## config.mk

```make
export PLATFORM = sky130hd
export DESIGN_NAME = vga_mode_commit
export DESIGN_NICKNAME = d
export VERILOG_FILES = /design/src/rtl/vga_mode_pkg.sv /design/src/rtl/vga_mode_commit.sv
export SDC_FILE = /design/constraint.sdc
export NUM_CORES = 1
export LEC_CHECK = 0
export BUFFER_PORTS_ARGS = -buffer_cell sky130_fd_sc_hd__buf_2
export CAP_MARGIN = 15
export CORE_ASPECT_RATIO = 1.2
export CORE_MARGIN = 2
export CORE_UTILIZATION = 30
export DETAILED_ROUTE_END_ITERATION = 10
export PLACE_DENSITY_LB_ADDON = 0.05
export SLEW_MARGIN = 15
export SYNTH_ARGS = -nofsm -noshare
export SYNTH_HDL_FRONTEND = slang
export SYNTH_SLANG_ARGS = --single-unit
```

## constraint.sdc

```tcl
create_clock -name clk -period 1.65 [get_ports clk]
set_input_delay 0.165 -clock clk [delete_from_list [all_inputs] [get_ports clk]]
set_output_delay 0.165 -clock clk [all_outputs]
set_load 0.01 [all_outputs]
```

## src/rtl/vga_mode_pkg.sv

```systemverilog
// Shared types and helpers for the mode selector path into the VGA pipeline.
package vga_mode_pkg;

  localparam int MODE_W = 2;
  localparam logic [MODE_W-1:0] MODE_DEFAULT = 2'd1;

  typedef enum logic [1:0] {IDLE, ARMED, FLASH} mode_state_t;

  // A selection is legal when it lies in 1..num_modes; zero means "nothing selected".
  function automatic logic sel_valid(input logic [MODE_W-1:0] sel, input int num_modes);
    return (sel != '0) && (int'(sel) <= num_modes);
  endfunction

endpackage

```

## src/rtl/vga_mode_commit.sv

```systemverilog
// Commits the selector's mode to the pixel pipeline only at frame boundaries,
// with a one-cycle change strobe and a frame-counted acknowledge LED.
module vga_mode_commit
  import vga_mode_pkg::*;
#(
  parameter int NUM_MODES    = 2,
  parameter int FLASH_FRAMES = 30
) (
  input  logic              clk,
  input  logic              reset,
  input  logic [MODE_W-1:0] sel_in,
  input  logic              frame_end,
  output logic [MODE_W-1:0] mode,
  output logic              mode_changed,
  output logic              busy,
  output logic              led_ack
);

  localparam int CNT_W = $clog2(FLASH_FRAMES + 1);
  localparam logic [CNT_W-1:0] CNT_LAST = CNT_W'(FLASH_FRAMES - 1);

  mode_state_t       state, state_n;
  logic [MODE_W-1:0] pending, pending_n, mode_n;
  logic [CNT_W-1:0]  flash_cnt, flash_cnt_n;
  logic              led_n, chg_n, req;

  // A fresh request: legal and different from what is already on screen.
  assign req  = sel_valid(sel_in, NUM_MODES) && (sel_in != mode);
  assign busy = (state != IDLE);

  always_comb begin
    state_n     = state;
    pending_n   = pending;
    mode_n      = mode;
    flash_cnt_n = flash_cnt;
    led_n       = led_ack;
    chg_n       = 1'b0;
    case (state)
      IDLE: begin
        if (req) begin
          pending_n = sel_in;
          state_n   = ARMED;
        end
      end
      ARMED: begin
        // Withdrawal beats a coincident frame boundary.
        if (sel_in == mode) begin
          state_n = IDLE;
        end else if (frame_end) begin
          mode_n      = pending;
          chg_n       = 1'b1;
          led_n       = 1'b1;
          flash_cnt_n = '0;
          state_n     = FLASH;
        end else if (req) begin
          pending_n = sel_in;
        end
      end
      FLASH: begin
        // A new request abandons the flash, even on the terminal frame.
        if (req) begin
          pending_n   = sel_in;
          led_n       = 1'b0;
          flash_cnt_n = '0;
          state_n     = ARMED;
        end else if (frame_end) begin
          if (flash_cnt == CNT_LAST) begin
            led_n       = 1'b0;
            flash_cnt_n = '0;
            state_n     = IDLE;
          end else begin
            flash_cnt_n = flash_cnt + 1'b1;
          end
        end
      end
      default: state_n = IDLE;
    endcase
  end

  always_ff @(posedge clk) begin
    if (reset) begin
      state        <= IDLE;
      pending      <= MODE_DEFAULT;
      mode         <= MODE_DEFAULT;
      flash_cnt    <= '0;
      led_ack      <= 1'b0;
      mode_changed <= 1'b0;
    end else begin
      state        <= state_n;
      pending      <= pending_n;
      mode         <= mode_n;
      flash_cnt    <= flash_cnt_n;
      led_ack      <= led_n;
      mode_changed <= chg_n;
    end
  end

endmodule

```

* Word-level counts from Yosys, hierarchy flattened
Cells that the tools add are included.
W data, S select, Z words.
** Storage, ports and cells
- Register bits :: 13
- Input bits :: 5
- Output and inout bits :: 5
- Logic and storage cells :: 60
** Cells by class
- Add/sub/neg operators :: 1
- Magnitude comparators :: 1
- Equal/unequal tests :: 12
- Multiplexer cells :: 24
- Bitwise logic cells :: 2
- Reduce and logical (&&, ||, !) cells :: 14
** Operators with widths (number)
- $mux W5 :: 5
- $mux W2 :: 9
- $pmux W5 S2 :: 1
- $ne A3 B3 Y1 const B :: 3
- $ne A2 B2 Y1 const B :: 4
- $reduce_and A4 Y1 :: 2
- $reduce_bool A2 Y1 :: 4
- $mux W1 :: 6
- $pmux W2 S3 :: 1
- $reduce_and A3 Y1 :: 2
- $add A5 B1 Y5 const B :: 1
- $eq A5 B5 Y1 const B :: 1
- $reduce_and A5 Y1 :: 1
- $pmux W2 S2 :: 1
- $reduce_or A3 Y1 :: 1
- $eq A2 B1 Y1 const B :: 1
- $eq A2 B2 Y1 :: 1
- $eq A2 B2 Y1 const B :: 1
- $le A2 B2 Y1 const B :: 1
- $logic_and A1 B1 Y1 :: 2
- $logic_not A2 Y1 :: 1
- $ne A2 B2 Y1 :: 1
- $not A1 Y1 :: 2
- $pmux W1 S2 :: 1
- $reduce_or A2 Y1 :: 1

* Longest topological paths before layout
- Word-level depth :: 7
- Mapped depth :: 6

* Worst setup path before layout
OpenSTA, ideal clock, no wires.
- Path kind :: register to register
- Start :: reg mode[1]
- End :: reg flash_cnt[1]
- Arrival time :: 1.290 ns
- Data required time :: 1.578 ns
- Path slack :: 0.289 ns
- Cell stages (with the launch flop) :: 5
- Buffers on the path :: 0
- Period minus slack after synthesis :: 1.361 ns
- Path through :: dfxtp_1 > xor2_1 > o2111ai_4 > a22oi_4 > mux2i_1
** On the way
- Longest elaborated chain between the ends :: 4
- Elaborated cells on any way between the ends :: 8
- Classes of those cells :: 4 x eq/ne; 2 x mux; 2 x reduce/logical
** RTL lines
- start: declaration :: RTL line vga_mode_commit.sv:13 : output logic [MODE_W-1:0] mode,
- start signal: assignment :: RTL line vga_mode_commit.sv:91 : mode <= mode_n;
- $ne A2 B2 Y1 :: RTL line vga_mode_commit.sv:28 : assign req = sel_valid(sel_in, NUM_MODES) && (sel_in != mode);
- $logic_and A1 B1 Y1 :: RTL line vga_mode_commit.sv:28
- $ne A3 B3 Y1 (no line) / $mux W5 (equally long branches)
- $reduce_and A4 Y1 (no line) / $pmux W5 S2 (equally long branches)
- end signal: assignment :: RTL line vga_mode_commit.sv:92 : flash_cnt <= flash_cnt_n;
- end: declaration :: RTL line vga_mode_commit.sv:24 : logic [CNT_W-1:0] flash_cnt, flash_cnt_n;
Parallel ways exist; a longest one is shown, timed or not.
A chain may end at the register's enable or synchronous reset.

* Worst setup path in the final report
- Start :: reg mode[0]
- End :: reg flash_cnt[3]
Same word-level chain as after synthesis.

==> flow_summary.yaml <==
worst_setup_path:
  crit_family: "compound AO/OA/AOI/OAI gates"
  critPathSlowestCell: "dfxtp_1"
  critPathMaxStageDelay_ps: 360
  cp-end-kind: "flip-flop"
  cp-start-kind: "flip-flop"
  r2r-start: "mode[0]"
  r2r_end: "flash_cnt[3]"
  path_cells: "nand2b_1, a22oi_4, buf_12, a22oi_4, a311oi_1"
  crit_path_frequent_cell: "a22oi_4"
  reg2reg_slack_ps: 180
  crit_fanout: 7
  cp_data_arrival_time_ps: 1660
  critical_path_required_ps: 1840
  path_class: "flip-flop to flip-flop"
  rr_worst_depth: 5
  crit_buf_inv: 1
  cp.depth: 5
status:
  status: "complete, no violations"
cells_and_area:
  antenna_cells: 0
  layout-drive-gt1-share: 0.211
  final_cells: 126
  fin_nets: 103
  finalCoreUtilization: 0.377
  syn_to_final_growth_pct: 19.0
global_routing:
  grt.overflow.total: 0
  globalRouteTotalUtil: 0.131
  antenna_found_initial: 0
  grt_pass1_wl_um: 2710
  grt_max_degree: 18
  first_global_vias: 576
clock_tree:
  numCtsBuffers: 3
  clk_pin_slew_ps: 90
  cts_root_buffer: "clkbuf_4"
  ctsHoldBuffers: 0
  cts-htree-levels: 1
  clock-sinks: 13
  clock_path_buffers: 2
  cts_tree: "built"
  clk_latency_ps: 280
place:
  place.gp.congestion: 0.702
  dp_cells: 120
  post-dp-hpwl_um: 1160
  io_buffers: 9
synth:
  syn_area_per_cell_um2: 9.01
  yosysTopAreaCellShare: 0.357
  synth_most_common_cell: "dfxtp_1"
  yosys.area.top_type: "dfxtp_1"
  synthArstFlopShare: 0
  synth-edff-count: 0
  synthTopCellsByArea: "dfxtp_1, a22oi_4, nand3_1"
  yosys_warnings: 0
  synth_cells: 81
  synth_cell_types: 33
  synth_common_cells: "dfxtp_1, nand3_1, nor2_1"
  synth_seq_cells: 13
  yosysSeqAreaShare: 0.357
  synth_flop_cell: "dfxtp_1"
  synth_nets: 88
  synth.cell_area_um2: 729
route:
  first_iter_violations: 17
  wl_per_cell_um: 12.8
  drc: 0
  via_per_inst: 5.07
  routed_wl_um: 1620
  ant_nets: 0
  vias: 639
  dr.pass1.iters: 4
sta:
  skew_ps: 5.37
  slew-limit-headroom: 0.783
  hold-worst-slack_ps: 235
  fin_crit_sh: 0.894
  drv_slew: 0
  hold_viol_final: 0
  fin_crit_ps: 1470
  setup_viol: 0
  fin_setup_tns_ps: 0
  fmax_ghz: 0.678
  worst_pin_slew_ps: 326
  rsz0062_at_grt: "false"
floorplan:
  io_pins: 10
  die_y_um: 58.0
  die_w_um: 49.0
  start_util: 0.316
  design.core.area_um2: 2310
  rows: 19
  die-area_um2: 2840
min_path:
  hold_path.class: "input pin to flip-flop"
  hold_end: "pending[1]"
  min_from: "sel_in[1]"
  hold_depth: 3
power:
  p_leak_uw: 0.000364
  p_per_area_nw_per_um2: 707
  power_uw: 613
  peakVddDrop_uv: 345
job:
  maxCapViolations: 0
## layout by cell type, fill, tap and decap left out, types with 2 or more instances in the layout
cell / instances
nand2b_1: 6
ha_1: 2
a31oi_1: 2
mux2i_1: 2
buf_4: 3
o21ai_1: 3
a221oi_1: 2
nor2b_1: 2
nor2_1: 8
xor2_1: 2
a22oi_4: 2
nor3_1: 2
inv_1: 7
buf_2: 9
nand3_1: 8
a311oi_1: 2
clkbuf_4: 3
dfxtp_1: 13
## worst min-delay path, stage by stage
cell      delay, ps
buf_2           130
nand3b_1        110
a21oi_1          60
## kinds of logic after synthesis
kind of cell    Yosys count  share of synthesized area
simple gates             32                      0.237
compound gates           20                      0.259
flops                    13                      0.357
buf+inv                  10                     0.0617
xor+xnor                  2                     0.0240
mux                       2                     0.0274
fa+ha+maj                 2                     0.0343
## layer usage
metal | track usage | share of wire | vias to the layer above
met5 | 0 | 0 | -
met4 | 0.0857 | 0.011 | 0
met3 | 0.0155 | 0.026 | 2
met2 | 0.239 | 0.53 | 9
met1 | 0.144 | 0.43 | 307
li1 | - | - | 321
## state kept, by name, summed over array words and instances (netlist names)
signal,flops
flash_cnt,5
led_ack,1
mode,2
mode_changed,1
pending,2
state,2
## power by group
part           switching [uW]  internal [uW]  total (uW)
logic                    45.6           36.9        82.5
clock network             110           93.6         204
registers                6.82            321         327
total                     162            451         613
## timing repair
item | in CTS | in global routing
setup buffers | 0 | 2
gates resized for setup | 0 | 1
setup endpoints to repair | 0 | 4
## per-stage QoR
stage	setup WS, ps	area (um2)
global placement	123	810
finish	176	868
detailed placement	105	810
global route	41.4	868
floorplan	289	729
CTS	84.1	836
## how the worst max path moves through the flow
stage                      start      endpoint  slack (ps)
floorplan                mode[1]  flash_cnt[1]         290
global placement    flash_cnt[1]  flash_cnt[3]         120
detailed placement  flash_cnt[1]  flash_cnt[4]         100
CTS                 flash_cnt[1]  flash_cnt[3]          80
global route             mode[0]  flash_cnt[1]          40
finish                   mode[0]  flash_cnt[3]         180
## area by class of cell
class                      count  area (um2)
fill                         259        1440
multi-input combinational     58         429
sequential                    13         260
timing repair buffer          13        87.6
tap                           31        38.8
clock buffer                   4        26.3
inverter                       7        26.3
Power figures use the tool's default switching activity.
